## config.mk

```make
export PLATFORM = sky130hd
export DESIGN_NAME = scaler_cfg_sched
export DESIGN_NICKNAME = d
export VERILOG_FILES = /design/src/rtl/scaler_cfg_sched.sv
export SDC_FILE = /design/constraint.sdc
export NUM_CORES = 1
export LEC_CHECK = 0
export CORE_MARGIN = 1.5
export CORE_UTILIZATION = 48
export DETAILED_ROUTE_END_ITERATION = 8
export GPL_TIMING_DRIVEN = 0
export HOLD_SLACK_MARGIN = 0.02
export PLACE_DENSITY = 0.71
export SKIP_CTS_REPAIR_TIMING = 1
export SLEW_MARGIN = 20
export SYNTH_ARGS = -nofsm -noshare
export SYNTH_HDL_FRONTEND = slang
export SYNTH_SLANG_ARGS = --single-unit
export TNS_END_PERCENT = 1
```

## constraint.sdc

```tcl
create_clock -name pixclk_in -period 7.7 [get_ports pixclk_in]
set_input_delay 1.925 -clock pixclk_in [delete_from_list [all_inputs] [get_ports pixclk_in]]
set_output_delay 1.925 -clock pixclk_in [all_outputs]
set_load 0.05 [all_outputs]
```

## src/rtl/scaler_cfg_sched.sv

```systemverilog
// scaler_cfg_sched
//   Accepts scaler configuration requests and applies them to the live
//   setting at frame boundaries. Width and height move one index per frame
//   toward the target, so the scaler never jumps more than one size step
//   between frames. Reverse and pan are loaded whole on each update.
//
// Ports
//   pixclk_in       clock (rising edge)
//   rst_i           asynchronous active-high reset
//   vs_in           input vsync; rising edge = frame boundary
//   cfg_valid_i     request offered
//   cfg_ready_o     request can be accepted (low only during reset)
//   cfg_width_i     requested width index  (0..62)
//   cfg_height_i    requested height index (0..71)
//   cfg_reverse_i   requested colour inversion
//   cfg_pan_i       requested pan index    (0..36)
//   width_idx_o     applied width index
//   height_idx_o    applied height index
//   reverse_o       applied colour inversion
//   pan_o           applied pan index
//   dest_width_o    scaler destination width  (registered from width_idx_o)
//   dest_height_o   scaler destination height (registered from height_idx_o)
//   scaler_rst_o    one-cycle pulse after every frame boundary
//   busy_o          applied setting differs from target (PEND or STEP)
//   done_o          one-cycle pulse when stepping reaches the target
//   cfg_err_o       one-cycle pulse after a rejected request
module scaler_cfg_sched (
  input  logic        pixclk_in,
  input  logic        rst_i,
  input  logic        vs_in,
  input  logic        cfg_valid_i,
  output logic        cfg_ready_o,
  input  logic [5:0]  cfg_width_i,
  input  logic [6:0]  cfg_height_i,
  input  logic        cfg_reverse_i,
  input  logic [5:0]  cfg_pan_i,
  output logic [5:0]  width_idx_o,
  output logic [6:0]  height_idx_o,
  output logic        reverse_o,
  output logic [5:0]  pan_o,
  output logic [11:0] dest_width_o,
  output logic [11:0] dest_height_o,
  output logic        scaler_rst_o,
  output logic        busy_o,
  output logic        done_o,
  output logic        cfg_err_o
);

  typedef enum logic [1:0] {IDLE, PEND, STEP} state_t;

  state_t      state, state_nxt;
  logic        vs_d;
  logic        vs_edge;
  logic [5:0]  tw;
  logic [6:0]  th;
  logic        trev;
  logic [5:0]  tpan;
  logic        accept, req_ok, load, update, done_nxt;
  logic        req_eq, tgt_eq;
  logic [5:0]  nw;
  logic [6:0]  nh;
  logic        nrev;
  logic [5:0]  npan;

  // Width falls from 640 to 20 over indices 0..31, then rises again.
  function automatic logic [11:0] dest_w(input logic [5:0] idx);
    logic [11:0] prod;
    prod = 12'd20 * {6'd0, idx};
    if (idx <= 6'd31) dest_w = 12'd640 - prod;
    else              dest_w = prod - 12'd600;
  endfunction

  // Height falls from 720 to 20 over indices 0..35, then rises again.
  function automatic logic [11:0] dest_h(input logic [6:0] idx);
    logic [11:0] prod;
    prod = 12'd20 * {5'd0, idx};
    if (idx <= 7'd35) dest_h = 12'd720 - prod;
    else              dest_h = prod - 12'd700;
  endfunction

  assign cfg_ready_o = ~rst_i;
  assign vs_edge     = vs_in & ~vs_d;
  assign accept      = cfg_valid_i & cfg_ready_o;
  assign req_ok      = (cfg_width_i <= 6'd62) && (cfg_height_i <= 7'd71) &&
                       (cfg_pan_i <= 6'd36);
  assign load        = accept & req_ok;
  assign update      = vs_edge & (state != IDLE);
  assign busy_o      = (state != IDLE);

  // Applied setting as it will be after this cycle. An update always uses
  // the target held before this cycle, so a request landing on the same
  // frame boundary only takes effect from the next one.
  always_comb begin
    nw   = width_idx_o;
    nh   = height_idx_o;
    nrev = reverse_o;
    npan = pan_o;
    if (update) begin
      if (width_idx_o < tw)       nw = width_idx_o + 6'd1;
      else if (width_idx_o > tw)  nw = width_idx_o - 6'd1;
      if (height_idx_o < th)      nh = height_idx_o + 7'd1;
      else if (height_idx_o > th) nh = height_idx_o - 7'd1;
      nrev = trev;
      npan = tpan;
    end
  end

  assign req_eq = ({cfg_width_i, cfg_height_i, cfg_reverse_i, cfg_pan_i} ==
                   {nw, nh, nrev, npan});
  assign tgt_eq = ({tw, th, trev, tpan} == {nw, nh, nrev, npan});

  always_comb begin
    state_nxt = state;
    done_nxt  = 1'b0;
    case (state)
      IDLE: begin
        if (load && !req_eq) state_nxt = PEND;
      end
      PEND: begin
        if (load) begin
          if (req_eq)       state_nxt = IDLE;
          else if (vs_edge) state_nxt = STEP;
        end else if (vs_edge) begin
          // A single-step change completes on its first frame.
          if (tgt_eq) begin
            state_nxt = IDLE;
            done_nxt  = 1'b1;
          end else begin
            state_nxt = STEP;
          end
        end
      end
      STEP: begin
        if (load) begin
          if (req_eq) begin
            state_nxt = IDLE;
            done_nxt  = 1'b1;
          end
        end else if (vs_edge && tgt_eq) begin
          state_nxt = IDLE;
          done_nxt  = 1'b1;
        end
      end
      default: state_nxt = IDLE;
    endcase
  end

  always_ff @(posedge pixclk_in or posedge rst_i) begin
    if (rst_i) begin
      state         <= IDLE;
      vs_d          <= 1'b0;
      tw            <= '0;
      th            <= '0;
      trev          <= 1'b0;
      tpan          <= '0;
      width_idx_o   <= '0;
      height_idx_o  <= '0;
      reverse_o     <= 1'b0;
      pan_o         <= '0;
      dest_width_o  <= 12'd640;
      dest_height_o <= 12'd720;
      scaler_rst_o  <= 1'b0;
      done_o        <= 1'b0;
      cfg_err_o     <= 1'b0;
    end else begin
      state         <= state_nxt;
      vs_d          <= vs_in;
      width_idx_o   <= nw;
      height_idx_o  <= nh;
      reverse_o     <= nrev;
      pan_o         <= npan;
      dest_width_o  <= dest_w(width_idx_o);
      dest_height_o <= dest_h(height_idx_o);
      scaler_rst_o  <= vs_edge;
      done_o        <= done_nxt;
      cfg_err_o     <= accept & ~req_ok;
      if (load) begin
        tw   <= cfg_width_i;
        th   <= cfg_height_i;
        trev <= cfg_reverse_i;
        tpan <= cfg_pan_i;
      end
    end
  end

endmodule

```

# == Word level (Yosys, flattened, before mapping) ==
# Index checks and enable logic that the tools add are counted.
# op_classes
order_cmp,9
mul,2
muxes,27
shift,0
div,0
n_reduce_logical,8
addsub,8
bitwise_logic,8
eq_ne,9
# op_table
operator,count
20-bit equality test,2
12-bit two-way mux,2
6-bit two-way mux,4
7-bit two-way mux,3
2-bit two-way mux,9
"6-bit <= comparator, second input constant",2
"3-bit != test, second input constant",4
"10-bit by 11-bit subtractor with 12-bit output, first input constant",1
"10-bit by 12-bit subtractor with 12-bit output, first input constant",1
"11-bit by 10-bit subtractor with 12-bit output, second input constant",1
"12-bit by 10-bit subtractor with 12-bit output, second input constant",1
"3-bit by 7-bit multiplier with 10-bit output, first input constant",1
"3-bit by 6-bit multiplier with 9-bit output, first input constant",1
"7-bit by 1-bit adder with 7-bit output, second input constant",1
7-bit > comparator,1
"7-bit by 6-bit <= comparator with 1-bit output, second input constant",1
"7-bit <= comparator, second input constant",1
7-bit less-than comparator,1
1-bit two-way mux,7
"7-bit by 1-bit subtractor with 7-bit output, second input constant",1
"6-bit by 1-bit adder with 6-bit output, second input constant",1
6-bit > comparator,1
"6-bit by 5-bit <= comparator with 1-bit output, second input constant",1
6-bit less-than comparator,1
other kinds (13),22
# totals
memories,0
ram_bits,0
latch_bits,0
elab_cells,86
reg_bits,70
out_inout_bits,49
romBits,0

# == Depth between registers and ports, before layout ==
# logic_depth
depth_word,9
ltp_mapped,15
ltp_nobuf,12

# == Least setup slack after synthesis ==
# Ideal clock, no wire load.
# synth_path
path_kind,input to output
start,input rst_i
end,output cfg_ready_o
t_required_ns,5.775
n_path_buf,0
path_slack_ns,2.197
path_stages,1
arrival_ns,3.578
path_cell_list,inv_1
# synth_via
elab_chain_len,1
# synth_rtl
item,line,rtl
from (decl),29,"input logic rst_i,"
1-bit NOT,81,assign cfg_ready_o = ~rst_i;
to (decl),32,"output logic cfg_ready_o,"
# Every way passes these cells.

# == Worst setup path in the final report ==
# layout_path
start,input vs_in
end,register state[1]
# layout_via
elab_chain_len,8
word_cells_on_any_way,22
classes_between,eq/ne (7); mux (9); bitwise (2); reduce/logical (4)
# layout_rtl
item,line,rtl
from (decl),30,"input logic vs_in,"
1-bit AND *,82,assign vs_edge = vs_in & ~vs_d;
1-bit AND,87,assign update = vs_edge & (state != IDLE);
"6-bit two-way mux, or another cell as far along",98,if (update) begin
20-bit equality test (on tied branches),"110, 108",
2-bit two-way mux / 1-bit zero test (equally long branches),"125, 117",
2-bit two-way mux / 1-bit logical AND (equally long branches),"123, 117",
2-bit two-way mux / 2-bit != test (equally long branches),--,
2-bit one-hot mux with 3 select lines / 5-bit AND reduction (equally long branches),--,
to (signal assigned),166,state <= state_nxt;
to (decl),51,"state_t state, state_nxt;"
# Every way passes the cells marked *; elsewhere a longest branch is shown, timed or not. The select of a mux whose other input is x is not followed.
# A chain may end at the register's enable or synchronous reset.

==> results by group <==
CTS
  – Clock Latency Late Sink: between 0.3 and 0.4 ns
  – Root Buffer: clkbuf_8
  – Number of H-tree levels: 3
  – CTS Buffer Depth: 2
  – CTS tree: built
  – Clock buffer count from CTS: 9
  – Clk sink count: between 60 and 70
  – Reg clk slew, reported paths: 0.08 ns

Worst setup path
  – Register-to-Register Path Depth: 15
  – Crit path kind: primary input to flip-flop
  – Worst EP arrival: 6.06 ns
  – Worst Setup Start Kind: primary input
  – Crit-path max FO: 10
  – Worst r2r dst: state[1]$_DFFE_PP0P_
  – Crit path required time: between 7 and 8 ns
  – FF-to-FF Start: state[0]$_DFFE_PP0P_
  – Endpoint class of the critical path: flip-flop
  – Reg2reg setup slack: 3.29 ns

STA
  – Fin. Hold Viols: 0
  – Fmax: 0.173 GHz
  – Period utilization: 75.3%
  – Setup Total Neg Slack: 0 ns
  – Final worst slack: ~1.9 ns
  – Setup violators final: 0
  – Headroom to the max-slew limit: 30.6%
  – Slew Viols, Final: 0
  – Unrepaired setup endpoints after global routing: no
  – Tmin final: 5.80 ns
  – Clk_skew: 0.0116 ns
  – Least-Margin Pin Slew: 1.04 ns

Die
  – Die H: 109 um
  – Chip width: 109 um
  – Site row count: 38
  – Core Region: around 11,000 um2
  – I/O pin total: 73
  – Die ar.: 11,800 um2
  – Initial Util: 49.4%

Detailed routing
  – Met1 wire length: 7510 um
  – Routed length per placed instance: 19.2 um
  – Initial DRT Pass Iterations: 5
  – DRT antenna net count: 0
  – DR DRC count: 0
  – Routed WL: between 15,000 and 20,000 um
  – Via count: 4,977
  – DR WL met2: 6930 um
  – Via-per-instance ratio: about 5.9
  – DR top layer: met5
  – Routed length on met3: 1180 um
  – First DRT Iteration DRCs: 308

Synth
  – Synth warnings: 0
  – Synth cell types: 76
  – Mapped Cells: around 610
  – Mean Syn Cell Area: 8.76 um2
  – Primary FF master, synth: dfrtp_1
  – Part of the Yosys area used for sequential elements: 31.0%
  – Post-synth EDFFs: 0
  – Ys async rst share: 100%
  – Synthesized cell area: 5360 um2
  – #FFs+latches synth: 66

Cells and area
  – Nets: 758
  – Layout area overhead: 20.2%
  – N_diodes: 0
  – Fillers: a little under 1,000
  – Share of layout cells above drive strength 1: 8.75%
  – Area occupied by multi-input gates: between 3000 and 4000 um2
  – FF+latch area: 1660 um2

Global routing
  – All-Layer GR Usage: approximately 28%
  – Congestion Overflow GR: 0
  – Initial antenna violation count: 0
  – Largest net degree at the start of global routing: 37
  – Vias in the first global route: 4,709
  – Wire length of the first global-routing pass: 24,900 um

Placement
  – Pre-CTS setup slack: 1.62 ns
  – I/O Buffers: 66
  – RePlAce Congestion: 0.985
  – DPL Wire Length: 12,300 um

Worst hold path
  – Launch point of the worst hold path: width_idx_o[0]$_DFF_PP0_
  – Hold path depth: 0
  – Hold Path Sink: dest_width_o[2]$_DFF_PP0_
  – HP Class: flip-flop to flip-flop

Run status
  – Status: finished, final reports clean

Flow run
  – Max-Cap Viols: 0
-- per-stage QoR --
step	utilization (%)	instance area, um2	hold WS (ns)	std cells
finish	59.4	6440	0.534	837
global route	59.4	6440	0.550	837
CTS	59.4	6440	0.526	837
detailed placement	57.4	6220	0.507	821
global placement	57.2	6200	0.495	820
floorplan	-	5370	0.515	614
-- worst max-delay path by stage --
| stage | start | endpoint | slack [ns] |
|---|---|---|---|
| 2_1_floorplan | rst_i | cfg_ready_o | 2.20 |
| 3_3_place_gp | rst_i | cfg_ready_o | 0.36 |
| 3_5_place_dp | vs_in | state[1]$_DFFE_PP0P_ | 1.62 |
| 4_1_cts | rst_i | cfg_ready_o | 1.87 |
| 5_1_grt | rst_i | cfg_ready_o | 1.76 |
| 6_report | vs_in | state[1]$_DFFE_PP0P_ | 1.90 |
-- state kept, by name, indices dropped and copies added, names as in the netlist, 2 cells and up --
signal,count
dest_height_o,10
dest_width_o,10
height_idx_o,7
pan_o,6
state,2
th,7
tpan,6
tw,6
width_idx_o,6
-- Yosys cell counts, drive strengths merged, types with 8 or more instances --
cell type | number | share of area (%)
xnor2 | 46 | 7.5
inv | 50 | 3.5
o21bai | 8 | 1.1
xor2 | 20 | 3.3
nand2b | 8 | 0.93
nand3 | 12 | 1.1
clkbuf | 13 | 0.91
ha | 40 | 9.3
nand4 | 12 | 1.4
nor2 | 28 | 2.0
nand2 | 54 | 3.8
nor4 | 8 | 0.93
o21ai | 48 | 4.5
a21o | 9 | 1.3
nor3 | 19 | 1.9
buf | 13 | 1.6
a21oi | 35 | 3.3
mux2 | 10 | 2.1
dfrtp | 60 | 28
-- layer usage --
layer | vias up | track usage (%)
met5 | - | 4.02
met4 | 2 | 11.2
met3 | 32 | 7.17
met2 | 186 | 41.1
met1 | 2395 | 39.7
li1 | 2362 | -
-- critical path: stages --
cell and delay [ns]:
clkdlybuf4s50_1 0.52, nor3b_1 0.49, buf_2 0.37, buf_4 0.25, buf_4 0.22, a41oi_1 0.06, a41oi_1 0.30, o221a_2 0.26
nand4_1 0.12, nor4_1 0.52, nand4_1 0.27, o31a_1 0.35, a221o_1 0.28, mux2i_1 0.12
-- placed cells by master, fill, tap and decap left out, types with 18 or more instances in the layout --
cell type,count
inv_1,49
xnor2_1,46
nand2_1,54
nor2_1,28
dfrtp_1,60
o21ai_0,42
a21oi_1,35
xor2_1,20
nor3_1,18
clkdlybuf4s50_1,66
ha_1,40
-- logic make-up (layout without fill, tap and decap cells) --
family                   after synthesis  count (layout)  synth area share, %
AND/OR/NAND/NOR                      169             169                 15.9
flip-flops                            66              66                 31.0
multiplexers                          17              17                 3.41
other                                  1               4               0.0700
XOR/XNOR                              67              67                 11.2
adder cells (fa/ha/maj)               42              42                 10.1
AO/OA/AOI/OAI                        173             173                 22.3
buffers and inverters                 76             159                 6.03
-- area by class of cell --
class                           instances  share of cell area, %
Timing Repair Buffer                   67                   10.6
Sequential cell                        66                   25.8
Multi-Input combinational cell        472                   52.6
Inverter                               50                   2.95
Buffer                                 26                   2.10
Clock inverter                          4                  0.758
Clock buffer                           12                   2.57
Tap cell                              140                   2.72
Power is not shown: default switching activity piles up to over one toggle a cycle in this logic, so the estimate is an artifact.
